<file path="config.mk">
export PLATFORM = sky130hd
export DESIGN_NAME = disp_sched
export DESIGN_NICKNAME = d
export VERILOG_FILES = /design/src/rtl/disp_pkg.sv /design/src/rtl/tick_gen.sv /design/src/rtl/disp_sched.sv
export SDC_FILE = /design/constraint.sdc
export NUM_CORES = 1
export LEC_CHECK = 0
export BUFFER_PORTS_ARGS = -buffer_cell sky130_fd_sc_hd__buf_2
export CORE_MARGIN = 2
export CORE_UTILIZATION = 30
export CTS_CLUSTER_SIZE = 20
export DETAILED_ROUTE_END_ITERATION = 8
export SYNTH_ARGS = -nofsm -noshare
export SYNTH_HDL_FRONTEND = slang
export SYNTH_SLANG_ARGS = --single-unit
</file>
<file path="constraint.sdc">
create_clock -name clk -period 3.4 [get_ports clk]
set_clock_uncertainty 0.05 [all_clocks]
set_input_delay 0.85 -clock clk [delete_from_list [all_inputs] [get_ports clk]]
set_output_delay 0.85 -clock clk [all_outputs]
set_load 0.02 [all_outputs]
</file>
<file path="src/rtl/disp_pkg.sv">
// Shared page encoding, blank codes and helpers for the display page scheduler.
package disp_pkg;

   typedef enum logic [1:0] {
      PG_TIME = 2'd0,
      PG_DATE = 2'd1,
      PG_TEMP = 2'd2,
      PG_MSG  = 2'd3
   } page_e;

   // Nibble code that turns every segment of a shuma digit off
   localparam logic [3:0]  BLANK      = 4'hF;
   localparam logic [31:0] BLANK_WORD = {8{BLANK}};

   // Counter width for a modulus-n counter; never below one bit
   function automatic int cnt_w(input int n);
      return (n > 1) ? $clog2(n) : 1;
   endfunction

   function automatic logic [31:0] blink_apply(input logic [31:0] dat, input logic [7:0] mask);
      logic [31:0] out;
      out = dat;
      for (int i = 0; i < 8; i++) begin
         if (mask[i]) out[4*i +: 4] = BLANK;
      end
      return out;
   endfunction

endpackage

</file>
<file path="src/rtl/tick_gen.sv">
// One-second prescaler: o_tick pulses for one cycle every CLK_HZ enabled cycles.
// Synchronous clear restarts the period; disabling freezes the count.
module tick_gen
   import disp_pkg::*;
#(
   parameter int CLK_HZ = 50_000_000
) (
   input  logic clk,
   input  logic rst_n,
   input  logic i_clr,
   input  logic i_en,
   output logic o_tick
);

   localparam int            W    = cnt_w(CLK_HZ);
   localparam logic [W-1:0]  TERM = W'(CLK_HZ - 1);

   logic [W-1:0] r_cnt;

   assign o_tick = i_en && (r_cnt == TERM);

   always_ff @(posedge clk or negedge rst_n) begin
      if (!rst_n) begin
         r_cnt <= '0;
      end else if (i_clr) begin
         r_cnt <= '0;
      end else if (i_en) begin
         r_cnt <= o_tick ? '0 : r_cnt + 1'b1;
      end
   end

endmodule

</file>
<file path="src/rtl/disp_sched.sv">
// Page scheduler feeding shuma.din: rotates TIME/DATE/TEMP, takes one-shot message overrides.
// dout and page are registered from the next state (1-cycle latency); msg_req is acked one cycle later.
module disp_sched
   import disp_pkg::*;
#(
   parameter int CLK_HZ     = 50_000_000,
   parameter int PAGE_SEC   = 5,
   parameter int MSG_SEC    = 2,
   parameter int BLINK_HALF = 12_500_000
) (
   input  logic        clk,
   input  logic        rst_n,
   input  logic [31:0] time_dat,
   input  logic [31:0] date_dat,
   input  logic [31:0] temp_dat,
   input  logic        temp_vld,
   input  logic        msg_req,
   input  logic [31:0] msg_dat,
   output logic        msg_ack,
   input  logic [7:0]  blink_mask,
   input  logic        hold,
   output logic [31:0] dout,
   output logic [1:0]  page
);

   localparam int           DW      = cnt_w((PAGE_SEC > MSG_SEC) ? PAGE_SEC : MSG_SEC);
   localparam int           BW      = cnt_w(BLINK_HALF);
   localparam logic [DW-1:0] PG_TERM  = DW'(PAGE_SEC - 1);
   localparam logic [DW-1:0] MSG_TERM = DW'(MSG_SEC - 1);
   localparam logic [BW-1:0] BL_TERM  = BW'(BLINK_HALF - 1);

   page_e         r_state;
   page_e         r_ret;
   logic          r_ack;
   logic [31:0]   r_msg;
   logic [31:0]   r_dout;
   logic [DW-1:0] r_dwell;
   logic [BW-1:0] r_bcnt;
   logic          r_boff;

   page_e         w_state_nx;
   logic          w_tick;
   logic          w_clr;
   logic          w_en;
   logic          w_expire;
   logic          w_req_acc;
   logic [DW-1:0] w_dwell_term;
   logic [31:0]   w_msg_nx;
   logic [31:0]   w_dout_nx;

   // Hold freezes rotation only; a message always runs out its own dwell
   assign w_en         = !hold || (r_state == PG_MSG);
   assign w_clr        = (w_state_nx != r_state);
   assign w_dwell_term = (r_state == PG_MSG) ? MSG_TERM : PG_TERM;
   assign w_expire     = w_tick && (r_dwell == w_dwell_term);
   assign w_req_acc    = msg_req && !r_ack && (r_state != PG_MSG);
   assign w_msg_nx     = r_ack ? msg_dat : r_msg;

   tick_gen #(
      .CLK_HZ (CLK_HZ)
   ) u_tick (
      .clk    (clk),
      .rst_n  (rst_n),
      .i_clr  (w_clr),
      .i_en   (w_en),
      .o_tick (w_tick)
   );

   always_comb begin
      w_state_nx = r_state;
      if (r_ack) begin
         w_state_nx = PG_MSG;
      end else begin
         case (r_state)
            PG_TIME: if (w_expire && !w_req_acc) w_state_nx = PG_DATE;
            PG_DATE: if (w_expire && !w_req_acc) w_state_nx = temp_vld ? PG_TEMP : PG_TIME;
            // Invalid temperature is never shown, even under hold
            PG_TEMP: if (!temp_vld || (w_expire && !w_req_acc)) w_state_nx = PG_TIME;
            PG_MSG: begin
               if (w_expire) begin
                  w_state_nx = ((r_ret == PG_TEMP) && !temp_vld) ? PG_TIME : r_ret;
               end
            end
            default: w_state_nx = PG_TIME;
         endcase
      end
   end

   always_comb begin
      w_dout_nx = BLANK_WORD;
      case (w_state_nx)
         PG_TIME: w_dout_nx = r_boff ? blink_apply(time_dat, blink_mask) : time_dat;
         PG_DATE: w_dout_nx = date_dat;
         PG_TEMP: w_dout_nx = temp_dat;
         PG_MSG:  w_dout_nx = w_msg_nx;
         default: w_dout_nx = BLANK_WORD;
      endcase
   end

   always_ff @(posedge clk or negedge rst_n) begin
      if (!rst_n) begin
         r_state <= PG_TIME;
         r_ret   <= PG_TIME;
         r_ack   <= 1'b0;
         r_msg   <= BLANK_WORD;
         r_dout  <= BLANK_WORD;
      end else begin
         r_state <= w_state_nx;
         r_ack   <= w_req_acc;
         r_dout  <= w_dout_nx;
         if (r_ack) begin
            r_msg <= msg_dat;
            r_ret <= r_state;
         end
      end
   end

   always_ff @(posedge clk or negedge rst_n) begin
      if (!rst_n) begin
         r_dwell <= '0;
      end else if (w_clr) begin
         r_dwell <= '0;
      end else if (w_tick) begin
         r_dwell <= w_expire ? '0 : r_dwell + 1'b1;
      end
   end

   // Free-running blink phase; deliberately not tied to page changes
   always_ff @(posedge clk or negedge rst_n) begin
      if (!rst_n) begin
         r_bcnt <= '0;
         r_boff <= 1'b0;
      end else if (r_bcnt == BL_TERM) begin
         r_bcnt <= '0;
         r_boff <= ~r_boff;
      end else begin
         r_bcnt <= r_bcnt + 1'b1;
      end
   end

   assign dout    = r_dout;
   assign page    = r_state;
   assign msg_ack = r_ack;

endmodule

</file>
==> results of run 1 <==
## per-layer routing
metal / routed length (um) / vias up / global-route usage / part of all wire
met3: 854 / 26 / 0.0439 / 0.051
met2: 8200 / 106 / 0.242 / 0.49
met1: 7540 / 2438 / 0.195 / 0.45
met4: 291 / 2 / 0.0552 / 0.017
met5: 13 / - / 0 / 0.00077
li1: - / 2540 / - / -
## cell usage after synthesis, types with 4 or more instances
master,n
dfrtp_1,59
xnor2_1,21
a21oi_1,56
mux2_2,34
nor2_1,42
nor2b_1,4
o21ai_0,46
clkbuf_1,18
and3_1,7
xor2_1,12
buf_1,4
nand4_1,9
nand3_1,23
and4_1,5
and2_1,7
mux2i_1,67
nand2_1,63
buf_2,8
inv_1,5
nor3_1,7
or3_1,8
dfstp_2,64
## power by group
part	switching, uW	internal [uW]	total (uW)
logic	800	606	1410
registers	147	2170	2320
clock network	652	1190	1850
total	1600	3970	5570
## critical path, delay by kind of cell, from the launching register on
family | cells | cell delay, ns
AOI/OAI and AO/OA | 2 | 0.30
buffers and inverters | 1 | 0.19
muxes | 1 | 0.33
and+or+nand+nor | 5 | 1.58
DFF | 1 | 0.45
## cell type report
type                    count  area, um2
fillers                  2082      12700
multi-input cells         455       3130
flip-flops and latches    123       3160
clock buffers              24        546
diodes                      1       2.50
inverters                   5       18.8
well taps                 275        344
repair buffers            190       1030
clock inverters             7       73.8
## sequential cells by signal, summed over array words and instances, names as in the netlist, 2 cells and up
name / count
dout: 32
r_msg: 32
u_tick.r_cnt: 26
r_bcnt: 24
r_dwell: 3
page: 2
r_ret: 2
## placed cells by master, fill, tap and decap left out, types with 3 or more instances in the layout
cell / count
a211oi_1: 3
a21oi_1: 56
and2_1: 7
and3_1: 7
and4_1: 5
buf_12: 3
buf_2: 174
buf_4: 13
clkbuf_16: 20
clkbuf_8: 3
dfrtp_1: 58
dfstp_2: 64
ha_1: 3
inv_1: 5
mux2_2: 34
mux2i_1: 67
nand2_1: 63
nand3_1: 23
nand4_1: 9
nor2_1: 41
nor2b_1: 4
nor3_1: 7
nor4_1: 3
nor4b_1: 3
o21ai_0: 46
or2_2: 3
or3_1: 8
xnor2_1: 21
xor2_1: 12
## cells by family after synthesis
family | count (synthesis)
and+or+nand+nor | 196
AOI/OAI and AO/OA | 121
buffers and inverters | 38
xor gates and xnor gates | 33
DFF | 123
adders and majority gates | 3
muxes | 102
## path summary, 6_finish.rpt
check	from	endpoint	cells past startpoint
worst max-delay path	u_tick.r_cnt[7]	u_tick.r_cnt[17]	9
worst min-delay path	r_bcnt[0]	r_bcnt[0]	1
max in group asynchronous	rst_n	r_msg[18]	2
worst min register to register	r_bcnt[0]	r_bcnt[0]	1
worst max register to register	u_tick.r_cnt[7]	u_tick.r_cnt[17]	9
min in group asynchronous	rst_n	r_msg[6]	1
## through the flow
stage / hold WS (ns) / cell area, um2 / setup WS, ns / std cells / power [uW]
floorplan: 0.398 / 6440 / 0.745 / 616 / 3260
global placement: 0.425 / 7680 / 0.504 / 1048 / 3730
detailed placement: 0.425 / 7680 / 0.439 / 1048 / 3770
CTS: 0.433 / 8300 / 0.430 / 1079 / 5640
global route: 0.468 / 8300 / 0.207 / 1080 / 5880
finish: 0.439 / 8300 / 0.426 / 1080 / 5570
==> summary.md, run 1 <==
| Metric | Value |
|---|---|
| Status | `finished, final reports clean` |
| Drt wl/cell | `15.7 um` |
| CP max-delay cell | `or3_1` |
| R2R Setup Slk | `0.43 ns` |
| Worst-path clk slew | `0.06 ns` |
| IO buf count | `175` |
| Routed via count | `5112` |
| RSZ-0062 raised after global routing | `no` |
| FF+latch count, synth | `123` |
| PD cells | `671 nW/um2` |
| First-pass GRT wire length | `26.5 mm` |
| ANT nets after route | `0` |
| Synthesized Nets | `760` |
| Core ar. | `21000 um2` |
| Area growth from synthesis to final layout | `28.9%` |
| Critical-path cell list | `nor4_2 > nand4_1 > or3_1 > mux2i_4 > o31ai_4 > buf_4 > and2_4 > or3_1 > a21oi_1` |
| CP max FO | `14` |
| Synthesized area | `6440 um2` |
| Cell repeated most along the worst path | `or3_1` |
| CTS tree | `done` |
| Cells after Synth | `616` |
| Number of placement rows | `53` |
| Layout cell share with drive strength beyond 1 | `0.418` |
| Synth Area in Simple Gates | `0.151` |
| Starting density of the core | `0.307` |
| Sequential fraction of the synthesis area | `0.490` |
| LEAKAGE | `0.00367 uW` |
| Final Hold Viols | `0` |
| Gpl congestion | `0.766` |
| Adder-Cell Fraction of Synth Area | `0.00583` |
| Critical Path Max Stage Delay | `0.55 ns` |
| Final TNS setup | `0 ns` |
| Setup CP Type | `reg -> reg` |
| DIE AREA | `22700 um2` |
| I/O pins | `176` |
| Final design utilization | `0.395` |
| Fin. max-slew vios | `0` |
| CTS Buffer Depth | `2` |
| Ys async rst share | `1.00` |
| Main area contributors after synthesis | `dfstp_2 26%, dfrtp_1 23%, mux2i_1 10%, mux2_2 5.9%, a21oi_1 4.3%` |
| Synth Warn # | `0` |
| GR Util All Layers | `0.152` |
| Yosys top cell area share | `0.261` |
| Area leader, netlist | `dfstp_2` |
| Die Ht | `151 um` |
| Largest family of logic cells by synthesized area | `multiplexers` |
| Vias in the first global route | `5053` |
| Max-cap viol count | `0` |
| Depth of the CTS H-tree | `4` |
| Worst setup EP type | `register` |
| Hpwl dp | `12.4 mm` |
| Num CTS Buffers | `17` |
| Worst Path Arrival | `3.26 ns` |
| Final Cycle Share | `0.875` |
| EDFF count, synth | `0` |
| Antenna violations before repair | `2` |
| Synth Area per Inst | `10.5 um2` |
| Hold Crit Class | `reg -> reg` |
| Worst-Skew Late Latency | `0.41 ns` |
| # setup viols final | `0` |
| Vias/cell | `4.73` |
| Worst setup SP type | `register` |
| Achievable Freq | `336 MHz` |
| Worst slew pin tran | `1.14 ns` |
| Compound-cell area share of the yosys netlist | `0.114` |
| Die width | `151 um` |
| Mux share of post-synthesis cell area | `0.167` |
| Detailed Routing Iterations Pass 1 | `4` |
| Clock Sink Count | `123` |
| XOR/XNOR Fraction of Synth Area | `0.0449` |
| Peak VDD IR | `0.342 mV` |
| Largest net degree at the start of global routing | `65` |
| Cts repair resizes | `0` |
| Final wirelength | `16.9 mm` |
| Nets@finish | `936` |
| Post-route DRC | `0` |
| Clk root buf | `clkbuf_16` |
| DR iter-0 viols | `225` |
| Slew headroom | `0.242` |
| Overflow after GRT | `0` |
| Post-CTS setup buffers | `0` |
| Tmin final | `2.97 ns` |
| CP required | `3.69 ns` |
| Main synth FF type | `dfstp_2` |
| Distinct cells, synth | `52` |
| CTS Hold Bufs | `0` |
(Power assumes the default switching activity.)
==> inputs of run 2 (changes only) <==
--- a/config.mk
+++ b/config.mk
@@ -7,9 +7,11 @@
 export LEC_CHECK = 0
 export BUFFER_PORTS_ARGS = -buffer_cell sky130_fd_sc_hd__buf_2
 export CORE_MARGIN = 2
-export CORE_UTILIZATION = 30
+export CORE_UTILIZATION = 40
 export CTS_CLUSTER_SIZE = 20
 export DETAILED_ROUTE_END_ITERATION = 8
+export PLACE_DENSITY = 0.75
+export REMOVE_ABC_BUFFERS = 1
 export SYNTH_ARGS = -nofsm -noshare
 export SYNTH_HDL_FRONTEND = slang
 export SYNTH_SLANG_ARGS = --single-unit
==> summary.md, run 2 (synthesis gave the netlist of run 1 again) <==
| Metric | Value |
|---|---|
| Worst-Skew Late Latency | `0.41 ns (about the same)` |
| DR iter-0 viols | `325 (was 225)` |
| Number of placement rows | `46 (was 53)` |
| RSZ-0062 raised after global routing | `no (unchanged)` |
| Core ar. | `15800 um2 (was 21000 um2)` |
| R2R Setup Slk | `0.33 ns (was 0.43 ns)` |
| Post-CTS setup buffers | `0 (unchanged)` |
| CTS Buffer Depth | `2 (unchanged)` |
| Critical Path Max Stage Delay | `0.55 ns (about the same)` |
| Slew headroom | `0.571 (was 0.242)` |
| CP bufs+invs | `0 (was 1)` |
| ANT nets after route | `0 (unchanged)` |
| RR Endpoint | `u_tick.r_cnt[25] (was u_tick.r_cnt[17])` |
| Worst setup SP type | `register (unchanged)` |
| Post-route DRC | `0 (unchanged)` |
| IO buf count | `175 (unchanged)` |
| CP required | `3.68 ns (was 3.69 ns)` |
| P_sw | `1680 uW (was 1600 uW)` |
| Post-Layout Cell Count | `1020 (was 1080)` |
| Sequential share of power | `0.425 (was 0.416)` |
| Hold slack | `0.404 ns (was 0.439 ns)` |
| Dpl ws | `0.338 ns (was 0.439 ns)` |
| Routed via count | `5232 (was 5112)` |
| Internal Pwr Total | `3810 uW (was 3970 uW)` |
| Achievable Freq | `326 MHz (was 336 MHz)` |
| Hpwl dp | `11.3 mm (was 12.4 mm)` |
| Vias/cell | `5.13 (was 4.73)` |
| LEAKAGE | `0.00364 uW (was 0.00367 uW)` |
| Num CTS Buffers | `17 (unchanged)` |
| Depth of the CTS H-tree | `4 (unchanged)` |
| Comb power frac | `0.255 (was 0.252)` |
| Clock Sink Count | `123 (unchanged)` |
| Tmin final | `3.07 ns (was 2.97 ns)` |
| CTS tree | `done (unchanged)` |
| Layout cell share with drive strength beyond 1 | `0.419 (was 0.418)` |
| Placed insts | `988 (was 1048)` |
| Clk root buf | `clkbuf_16 (unchanged)` |
| Critical path depth | `8 (was 9)` |
| Max-cap viol count | `0 (unchanged)` |
| R2r worst-path depth | `8 (was 9)` |
| Setup CP Type | `reg -> reg (unchanged)` |
| Worst-path clk slew | `0.06 ns (about the same)` |
| CP max-delay cell | `or3_1 (unchanged)` |
| Worst Path Arrival | `3.35 ns (was 3.26 ns)` |
| PD cells | `671 nW/um2 (about the same)` |
| CTS Hold Bufs | `0 (unchanged)` |
| Detailed Routing Iterations Pass 1 | `4 (unchanged)` |
| Hold Crit Class | `in -> async (was reg -> reg)` |
| Worst setup EP type | `register (unchanged)` |
| GR Util All Layers | `0.188 (was 0.152)` |
| Final Cycle Share | `0.902 (was 0.875)` |
| Worst Slack Setup Final | `0.333 ns (was 0.426 ns)` |
| CP max FO | `11 (was 14)` |
| Antenna violations before repair | `0 (was 2)` |
| Die width | `131 um (was 151 um)` |
| Power share of the clock group | `0.319 (was 0.331)` |
| Cts repair resizes | `0 (unchanged)` |
| Most frequent cells in the layout | `174 x buf_2, 67 x mux2i_1, 64 x dfstp_2 (unchanged)` |
| Gpl congestion | `0.831 (was 0.766)` |
| Fin. max-slew vios | `0 (unchanged)` |
| R2R Path Start | `u_tick.r_cnt[7] (unchanged)` |
| Status | `finished, final reports clean (unchanged)` |
| Worst setup path end | `u_tick.r_cnt[25] (was u_tick.r_cnt[17])` |
| Worst slew pin tran | `0.637 ns (was 1.14 ns)` |
| Overflow after GRT | `0 (unchanged)` |
| Diode count | `0 (was 1)` |
| Sw frac | `0.306 (was 0.287)` |
| Area growth from synthesis to final layout | `26.9% (was 28.9%)` |
| Peak VDD IR | `0.479 mV (was 0.342 mV)` |
| Vias in the first global route | `4992 (was 5053)` |
| Drt wl/cell | `15.6 um (was 15.7 um)` |
| Final Hold Viols | `0 (unchanged)` |
| Crit-path leading delay family | `simple AND/OR/NAND/NOR gates (unchanged)` |
| Die Ht | `131 um (was 151 um)` |
| Commonest non-fill, non-tap cell in the layout | `buf_2 (unchanged)` |
| Critical-path cell list | `nor4_2 > nand4_1 > or3_1 > mux2i_4 > o31ai_4 > a21oi_1 > nand4_1 > mux2i_1 (was nor4_2 > nand4_1 > or3_1 > mux2i_4 > o31ai_4 > buf_4 > and2_4 > or3_1 > a21oi_1)` |
| DIE AREA | `17100 um2 (was 22700 um2)` |
| I/O pins | `176 (unchanged)` |
| Cell repeated most along the worst path | `nand4_1 (was or3_1)` |
| Final wirelength | `15.9 mm (was 16.9 mm)` |
| PnR Total Power | `5480 uW (was 5570 uW)` |
| Largest net degree at the start of global routing | `65 (unchanged)` |
| First-pass GRT wire length | `25.0 mm (was 26.5 mm)` |
| Nets@finish | `935 (was 936)` |
| Starting density of the core | `0.407 (was 0.307)` |
| # setup viols final | `0 (unchanged)` |
| CP Launch Point | `u_tick.r_cnt[7] (unchanged)` |
[run 2: cell count changes in the layout (fill, tap and decap cells not counted)]
cell        delta
buf_4          -1
clkbuf_1       -1
clkbuf_16      -3
clkbuf_8       -3
clkinv_2       -1
clkinvlp_4     +2
diode_2        -1
inv_4          -1
inv_6          +6
inv_8          +2
[run 2: how the worst min path moves through the flow]
stage	from	to	slack [ns]	depth (start not counted)
after floorplan	r_bcnt[0]	r_bcnt[0]	0.40	1
after global placement	r_bcnt[0]	r_bcnt[0]	0.42	1
after detailed placement	r_bcnt[0]	r_bcnt[0]	0.42	1
after CTS	rst_n	u_tick.r_cnt[1]	0.42	1
after global routing	rst_n	u_tick.r_cnt[1]	0.46	1
final	rst_n	u_tick.r_cnt[1]	0.40	1
[run 2: cell type report]
| type | count | area (um2) |
|---|---|---|
| Timing Repair Buffer | 189 | 1020 |
| Clock inverter | 15 | 153 |
| Clock buffer | 17 | 425 |
| Tap cell | 216 | 270 |
| Fill cell | 1417 | 7650 |
| Multi-Input combinational cell | 455 | 3130 |
| Inverter | 5 | 18.8 |
| Sequential cell | 123 | 3160 |
[run 2: per-layer routing]
metal / global-route usage / up-vias / routed length (um)
met1: 0.243 / 2549 / 6890
met2: 0.315 / 135 / 7980
met4: 0.0569 / 0 / 204
met3: 0.0456 / 12 / 845
li1: - / 2536 / -
met5: 0 / - / 0
[run 2: power by group through the flow]
stage | Clock, uW | Sequential (uW) | Combinational (uW)
2_1_floorplan | 0 | 2610 | 645
3_3_place_gp | 0 | 2340 | 1370
3_5_place_dp | 0 | 2350 | 1410
4_1_cts | 1780 | 2340 | 1420
5_1_grt | 1870 | 2390 | 1530
6_report | 1750 | 2330 | 1400
[run 2: metrics by stage]
step	setup TNS (ns)	util	instance area, um2
floorplan	-25.66	-	6290
global placement	0	0.480	7600
detailed placement	0	0.480	7600
CTS	0	0.517	8180
global route	0	0.517	8180
finish	0	0.517	8180
